[src/rtl/mux_scan_ctrl_pkg.sv]
// Shared constants and state encoding for the mux scan sequencer.
package mux_scan_ctrl_pkg;

  localparam int unsigned NUM_CH = 4;
  localparam int unsigned SEL_W  = 2;

  typedef enum logic {
    ST_IDLE  = 1'b0,
    ST_DWELL = 1'b1
  } state_e;

endpackage

[src/rtl/mux_scan_ctrl_dwell_timer.sv]
// Loadable down-counter that holds at zero; zero_c flags the sample edge.
module dwell_timer #(
  parameter int unsigned CNT_W = 16
) (
  input  logic             clk,
  input  logic             rst_n,
  input  logic             load,
  input  logic             dec,
  input  logic [CNT_W-1:0] load_val,
  output logic             zero_c
);

  logic [CNT_W-1:0] cnt_q;
  logic [CNT_W-1:0] cnt_d;

  // Load has priority; decrement stops at zero so the count never wraps.
  always_comb begin
    cnt_d = cnt_q;
    if (load) begin
      cnt_d = load_val;
    end else if (dec && (cnt_q != '0)) begin
      cnt_d = cnt_q - CNT_W'(1);
    end
  end

  always_ff @(posedge clk or negedge rst_n) begin
    if (!rst_n) begin
      cnt_q <= '0;
    end else begin
      cnt_q <= cnt_d;
    end
  end

  assign zero_c = (cnt_q == '0);

endmodule

[src/rtl/mux_scan_ctrl.sv]
// Drives the 4:1 mux select, dwells per channel, samples mux_out and
// assembles a 4-bit frame; single-shot or continuous scanning.
module mux_scan_ctrl
  import mux_scan_ctrl_pkg::*;
#(
  parameter int unsigned DWELL = 50000,
  parameter int unsigned CNT_W = 16
) (
  input  logic             clk,
  input  logic             rst_n,
  input  logic             start,
  input  logic             cont,
  input  logic             mux_out,
  output logic [SEL_W-1:0] sel,
  output logic [NUM_CH-1:0] frame_data,
  output logic             frame_valid,
  output logic             busy
);

  localparam logic [CNT_W-1:0] RELOAD   = CNT_W'(DWELL - 1);
  localparam logic [SEL_W-1:0] LAST_SEL = SEL_W'(NUM_CH - 1);

  state_e            state_q, state_d;
  logic [SEL_W-1:0]  sel_q, sel_d;
  logic [NUM_CH-2:0] shadow_q, shadow_d;
  logic [NUM_CH-1:0] frame_data_q, frame_data_d;
  logic              frame_valid_q, frame_valid_d;
  logic              busy_q, busy_d;
  logic              tmr_load, tmr_dec, tmr_zero;

  dwell_timer #(
    .CNT_W (CNT_W)
  ) u_dwell_timer (
    .clk      (clk),
    .rst_n    (rst_n),
    .load     (tmr_load),
    .dec      (tmr_dec),
    .load_val (RELOAD),
    .zero_c   (tmr_zero)
  );

  // Next-state: select only moves on sample edges, so the mux sees a stable
  // select for a full dwell period.
  always_comb begin
    state_d       = state_q;
    sel_d         = sel_q;
    shadow_d      = shadow_q;
    frame_data_d  = frame_data_q;
    frame_valid_d = 1'b0;
    busy_d        = busy_q;
    tmr_load      = 1'b0;
    tmr_dec       = 1'b0;
    unique case (state_q)
      ST_IDLE: begin
        if (start) begin
          state_d  = ST_DWELL;
          sel_d    = '0;
          busy_d   = 1'b1;
          tmr_load = 1'b1;
        end
      end
      ST_DWELL: begin
        if (!tmr_zero) begin
          tmr_dec = 1'b1;
        end else if (sel_q != LAST_SEL) begin
          shadow_d[sel_q] = mux_out;
          sel_d           = sel_q + SEL_W'(1);
          tmr_load        = 1'b1;
        end else begin
          // Last channel goes straight into the frame word, bypassing the shadow.
          frame_data_d  = {mux_out, shadow_q};
          frame_valid_d = 1'b1;
          sel_d         = '0;
          if (cont) begin
            tmr_load = 1'b1;
          end else begin
            state_d = ST_IDLE;
            busy_d  = 1'b0;
          end
        end
      end
      default: begin
        state_d = ST_IDLE;
      end
    endcase
  end

  always_ff @(posedge clk or negedge rst_n) begin
    if (!rst_n) begin
      state_q       <= ST_IDLE;
      sel_q         <= '0;
      shadow_q      <= '0;
      frame_data_q  <= '0;
      frame_valid_q <= 1'b0;
      busy_q        <= 1'b0;
    end else begin
      state_q       <= state_d;
      sel_q         <= sel_d;
      shadow_q      <= shadow_d;
      frame_data_q  <= frame_data_d;
      frame_valid_q <= frame_valid_d;
      busy_q        <= busy_d;
    end
  end

  assign sel         = sel_q;
  assign frame_data  = frame_data_q;
  assign frame_valid = frame_valid_q;
  assign busy        = busy_q;

endmodule

[config.mk]
export PLATFORM = sky130hd
export DESIGN_NAME = mux_scan_ctrl
export DESIGN_NICKNAME = d
export VERILOG_FILES = /design/src/rtl/mux_scan_ctrl_pkg.sv /design/src/rtl/mux_scan_ctrl_dwell_timer.sv /design/src/rtl/mux_scan_ctrl.sv
export SDC_FILE = /design/constraint.sdc
export NUM_CORES = 1
export LEC_CHECK = 0
export ABC_AREA = 1
export ABC_CLOCK_PERIOD_IN_PS = 2300
export BUFFER_PORTS_ARGS = -buffer_cell sky130_fd_sc_hd__buf_2
export CAP_MARGIN = 30
export CORE_ASPECT_RATIO = 1.25
export CORE_MARGIN = 10
export CORE_UTILIZATION = 35
export CTS_CLUSTER_DIAMETER = 40
export DETAILED_ROUTE_END_ITERATION = 10
export SYNTH_ARGS = -nofsm -noshare
export SYNTH_HDL_FRONTEND = slang
export SYNTH_SLANG_ARGS = --single-unit
[constraint.sdc]
create_clock -name clk -period 2.3 [get_ports clk]
set_input_delay 0.575 -clock clk [delete_from_list [all_inputs] [get_ports clk]]
set_output_delay 0.575 -clock clk [all_outputs]
set_load 0.1 [all_outputs]
# After elaboration in Yosys (flattened, before gate mapping)
# Index checks and enable logic that the tools add are counted.
[classes]
addsub = 2
multipliers = 0
div = 0
n_lt_le_gt_ge = 2
eq_ne = 5
shifts = 0
muxes = 26
n_bitwise = 2
reduce_logical = 9
[op_table]
columns = ["cell", "n"]
rows = [
  ["$mux 16", 2],
  ["$logic_not 16->1", 1],
  ["$reduce_bool 16->1", 1],
  ["$sub 16x1->16 const B", 1],
  ["$mux 1", 15],
  ["$ne 2x2->1 const B", 4],
  ["$mux 2", 3],
  ["$pmux 1 s2", 3],
  ["$reduce_and 3->1", 2],
  ["$pmux 2 s2", 1],
  ["$reduce_and 4->1", 1],
  ["$bwmux 3", 1],
  ["$lt 2x3->1 const B", 1],
  ["$add 2x1->2 const B", 1],
  ["$demux 1 s2", 1],
  ["$ge 2x1->1 const B", 1],
  ["$logic_and 1x1->1", 2],
  ["$ne 2x1->1 const B", 1],
  ["$not 1->1", 2],
  ["$reduce_and 2->1", 1],
  ["$reduce_bool 2->1", 1],
]
[word_totals]
ff_bits = 28
latch_bits = 0
ramBits = 0
mem_bits_ro = 0
in_bits = 5
out_inout_bits = 8
mem_count = 0

# Longest topological paths before layout
[depth]
depth_word = 6
mapped_depth = 10
depth_no_buf = 10

# By module
# Synthesis repeated with hierarchy kept, for this count alone.
[unflattened]
cells_unflattened = 250
hier_area_um2 = 1849.3
[by_module_without_submodules]
columns = ["mod", "instances", "cells_each", "area_each_um2"]
rows = [
  ["dwell_timer", 1, 183, 1255.0],
  ["mux_scan_ctrl", 1, 67, 594.3],
]

# Worst setup path before layout
# Ideal clock, no wire load.
[synth_timing]
path_kind = "register to register"
from = "register sel_q[0], in the netlist sel[0]"
to = "register u_dwell_timer.cnt_q[15]"
setup_time_ps = 116
arrival_ps = 2206
t_required_ps = 2184
path_slack_ps = -23
path_stages_with_launch = 10
n_path_buf = 0
period_less_slack_ps = 2323
cell_sequence = "dfrtp_1 > ha_1 > inv_2 > or2_4 > a21oi_4 > inv_2 > nand2_4 > nand2_1 > nand2_1 > nand2_1"
[synth_between]
elab_chain_len = 5
word_cells_on_any_way = 6
cone_classes = "1 x eq/ne; 4 x mux; 1 x reduce/logical"
[synth_rtl]
columns = ["element", "line", "rtl"]
rows = [
  ["from (decl)", "mux_scan_ctrl.sv:24", "logic [SEL_W-1:0] sel_q, sel_d;"],
  ["from (signal assigned)", "mux_scan_ctrl.sv:98", "sel_q <= sel_d;"],
  ["$ne 2x2->1 *", "mux_scan_ctrl.sv:65", "end else if (sel_q != LAST_SEL) begin"],
  ["$mux 1 *", "mux_scan_ctrl.sv:65", ""],
  ["$mux 1 *", "mux_scan_ctrl.sv:63", "if (!tmr_zero) begin"],
  ["$pmux 1 s2 *", "mux_scan_ctrl.sv:53", "unique case (state_q)"],
  ["$mux 16 or $reduce_bool 2->1 (tied branches)", "--", ""],
  ["to (signal assigned)", "mux_scan_ctrl_dwell_timer.sv:30", "cnt_q <= cnt_d;"],
  ["to (decl)", "mux_scan_ctrl_dwell_timer.sv:13", "logic [CNT_W-1:0] cnt_q;"],
]
# Every way passes the cells marked *; elsewhere a longest branch is shown, timed or not.
# A chain may end at the register's enable or synchronous reset.

# Final worst setup path
[layout_timing]
from = "register sel_q[0], in the netlist sel[0]"
to = "register u_dwell_timer.cnt_q[9]"
# The elaborated chain is that of the path after synthesis.

==> impl_results.md <==
* Layout cell share with drive strength beyond 1 at 13.87%
* Clock buffer depth at 2
* Fin crit period at 1785 ps
* Yosys warnings at 0
* Final GP Congestion at 0.8844
* Pwr dens at 457.5 nW/um^2
* Root Buffer: clkbuf_8
* Mapped Nets at 233
* P&R area growth vs syn at 11.50%
* Setup crit start kind: flip-flop
* Vias in the first global route at 1403
* Initial antenna violation count at 0
* Largest net degree at the start of global routing at 29
* DRT iter0 DRCs at 66
* Unrepaired setup endpoints after global routing: no
* Post-Syn Instances at 222
* Vias per cell at 4.842
* Worst-Skew Late Latency at 270 ps
* Arrival time worst endpoint at 1960 ps
* Multi-input gate area at 843.3 um^2
* Crit share post-route at 77.62%
* Max-Cap Viols at 0
* Ant. Diodes at 0
* Resized cells post-CTS at 0
* Status: finished clean
* Syn Area/Cell at 7.502 um^2
* Core Area at 4659 um^2
* H-Tree Depth at 1
* CTS Buf Count at 3
* Vias at 1443
* Routed Antenna Nets at 0
* Sequential area share after synthesis at 42.07%
* Crit Path Max Fanout at 10
* Max Clk Rate at 560.1 MHz
* Rel. slew slack at 58.00%
* Setup Fix Bufs, Post-CTS at 0
* Critical path type: flip-flop to flip-flop
* Site Rows at 28
* Worst Clk Skew at 3.821 ps
* Initial Utilization at 35.74%
* Global routing's busiest layer: met2
* Final hold vios at 0
* CP Capture Type: flip-flop
* Clock-pin slew on the worst setup and hold paths at 100 ps
* Leading area contributor after synthesis: dfrtp_1
* Min Hold Slack at 311.3 ps
* GR Util met1 at 11.27%
* GRT Overall Usage at 9.760%
* Area of the die at 7934 um^2
* Lkg Pwr at 0.0009907 uW
* GR Util met3 at 2.222%
* Cell variety after synth at 23
* Synthesized flop and latch total at 28
* Clk sink count at 28
* Hold Crit Class: primary input to asynchronous set/reset pin
* Die extent in y at 97.12 um
* GR Layer Usage met2 at 16.82%
* Io pins at 13
* Synth Cell Area at 1665 um^2
* Synth area leaders: dfrtp_1, nand2_1, nand3_1
* Wirelength per Cell at 12.66 um
* Port bufs at 12
* Total Routed Length at 3774 um
* Critical Path RT at 2470 ps
* HPWL Detailed at 2972 um
* Post-layout nets at 250
* Fin. max-slew vios at 0
* Measured slew at the worst slew-check pin at 630.0 ps
* DRC at 0
* First-pass GRT wire length at 6437 um
* Worst vdd ir at 0.2213 mV
* Sequential cell area at 703.2 um^2
* Most common cell after layout, fill and taps aside: nand2_1
* Area share of the largest cell type after synthesis at 42.07%
* Setup TNS Final at 0 ps
* CTS Hold Bufs at 0
* Commonest non-fill, non-tap cells in the layout: nand2_1, nor2_1, nand3_1
* TritonCTS clock tree: done
* Chip width at 81.70 um
* DRT Pass-1 Iters at 4
* # fillers at 474
* GRT overflow at 0
* Final Setup Violations at 0
[cell usage after synthesis (all sizes together)]
| cell type | count |
|---|---|
| or2 | 1 |
| nand3b | 2 |
| nand3 | 28 |
| xor2 | 3 |
| nor2 | 31 |
| a21oi | 7 |
| o21bai | 1 |
| clkinv | 1 |
| dfrtp | 28 |
| o22ai | 1 |
| nand2 | 65 |
| o21ai | 10 |
| inv | 27 |
| buf | 2 |
| nand4 | 2 |
| ha | 6 |
| nor3 | 7 |
[power by group]
part / leakage (uW) / switching (uW) / internal (uW) / total (uW)
combinational: 0.000623 / 29.6 / 10.1 / 39.7
clock: 0.0000288 / 154 / 153 / 307
sequential: 0.000339 / 6.04 / 496 / 502
total: 0.000991 / 190 / 660 / 849
[flip-flops by register name, indices dropped and copies added, names as in the netlist]
name / count
busy: 1
sel: 2
state_q: 1
frame_data: 4
shadow_q: 3
frame_valid: 1
u_dwell_timer.cnt_q: 16
[cell families after synthesis]
family | share of synthesized area (%)
xor+xnor | 1.578
flops | 42.07
fa+ha+maj | 4.508
simple gates | 37.94
compound gates | 6.612
buf+inv | 7.287
[worst paths after layout]
check | endpoint | startpoint | slack (ps) | depth (start not counted)
min | frame_data[3] | rst_n | 310 | 1
max in group asynchronous | sel[0] | rst_n | 1550 | 1
max reg2reg | u_dwell_timer.cnt_q[9] | sel[0] | 510 | 7
min in group clk | shadow_q[0] | shadow_q[0] | 480 | 2
max | u_dwell_timer.cnt_q[9] | sel[0] | 510 | 7
min reg2reg | shadow_q[0] | shadow_q[0] | 480 | 2
[critical path: stages (launching register included)]
cell and delay [ps]:
dfrtp_2 410, ha_1 260, inv_2 80, or2_4 250
a21oi_4 300, a21oi_1 170, a21oi_1 160, nand2_1 60
[cell type report]
| cell class | count | area share (%) |
|---|---|---|
| well taps | 60 | 4.043 |
| clock buffers | 4 | 2.965 |
| inverters | 28 | 5.660 |
| multi-input cells | 164 | 45.42 |
| flip-flops and latches | 28 | 37.87 |
| repair buffers | 14 | 4.043 |
[routing by layer]
layer	up-vias	wire length, um
met4	0	101
met2	36	1914
met5	-	0
li1	740	-
met3	10	196
met1	657	1562
[through the flow]
| stage | total power, uW | area [um^2] | cells | utilization, % | setup WS, ps |
|---|---|---|---|---|---|
| final | 849.4 | 1857 | 298 | 39.85 | 514.7 |
| after global routing | 894.2 | 1857 | 298 | 39.85 | 380.7 |
| after CTS | 869.8 | 1857 | 298 | 39.85 | 506.0 |
| after detailed placement | 552.7 | 1802 | 294 | 38.67 | 534.8 |
| after global placement | 552.5 | 1802 | 294 | 38.67 | 578.2 |
| after floorplan | 532.4 | 1668 | 222 | - | 289.7 |
Note: power is estimated with default switching activity, not from simulation.
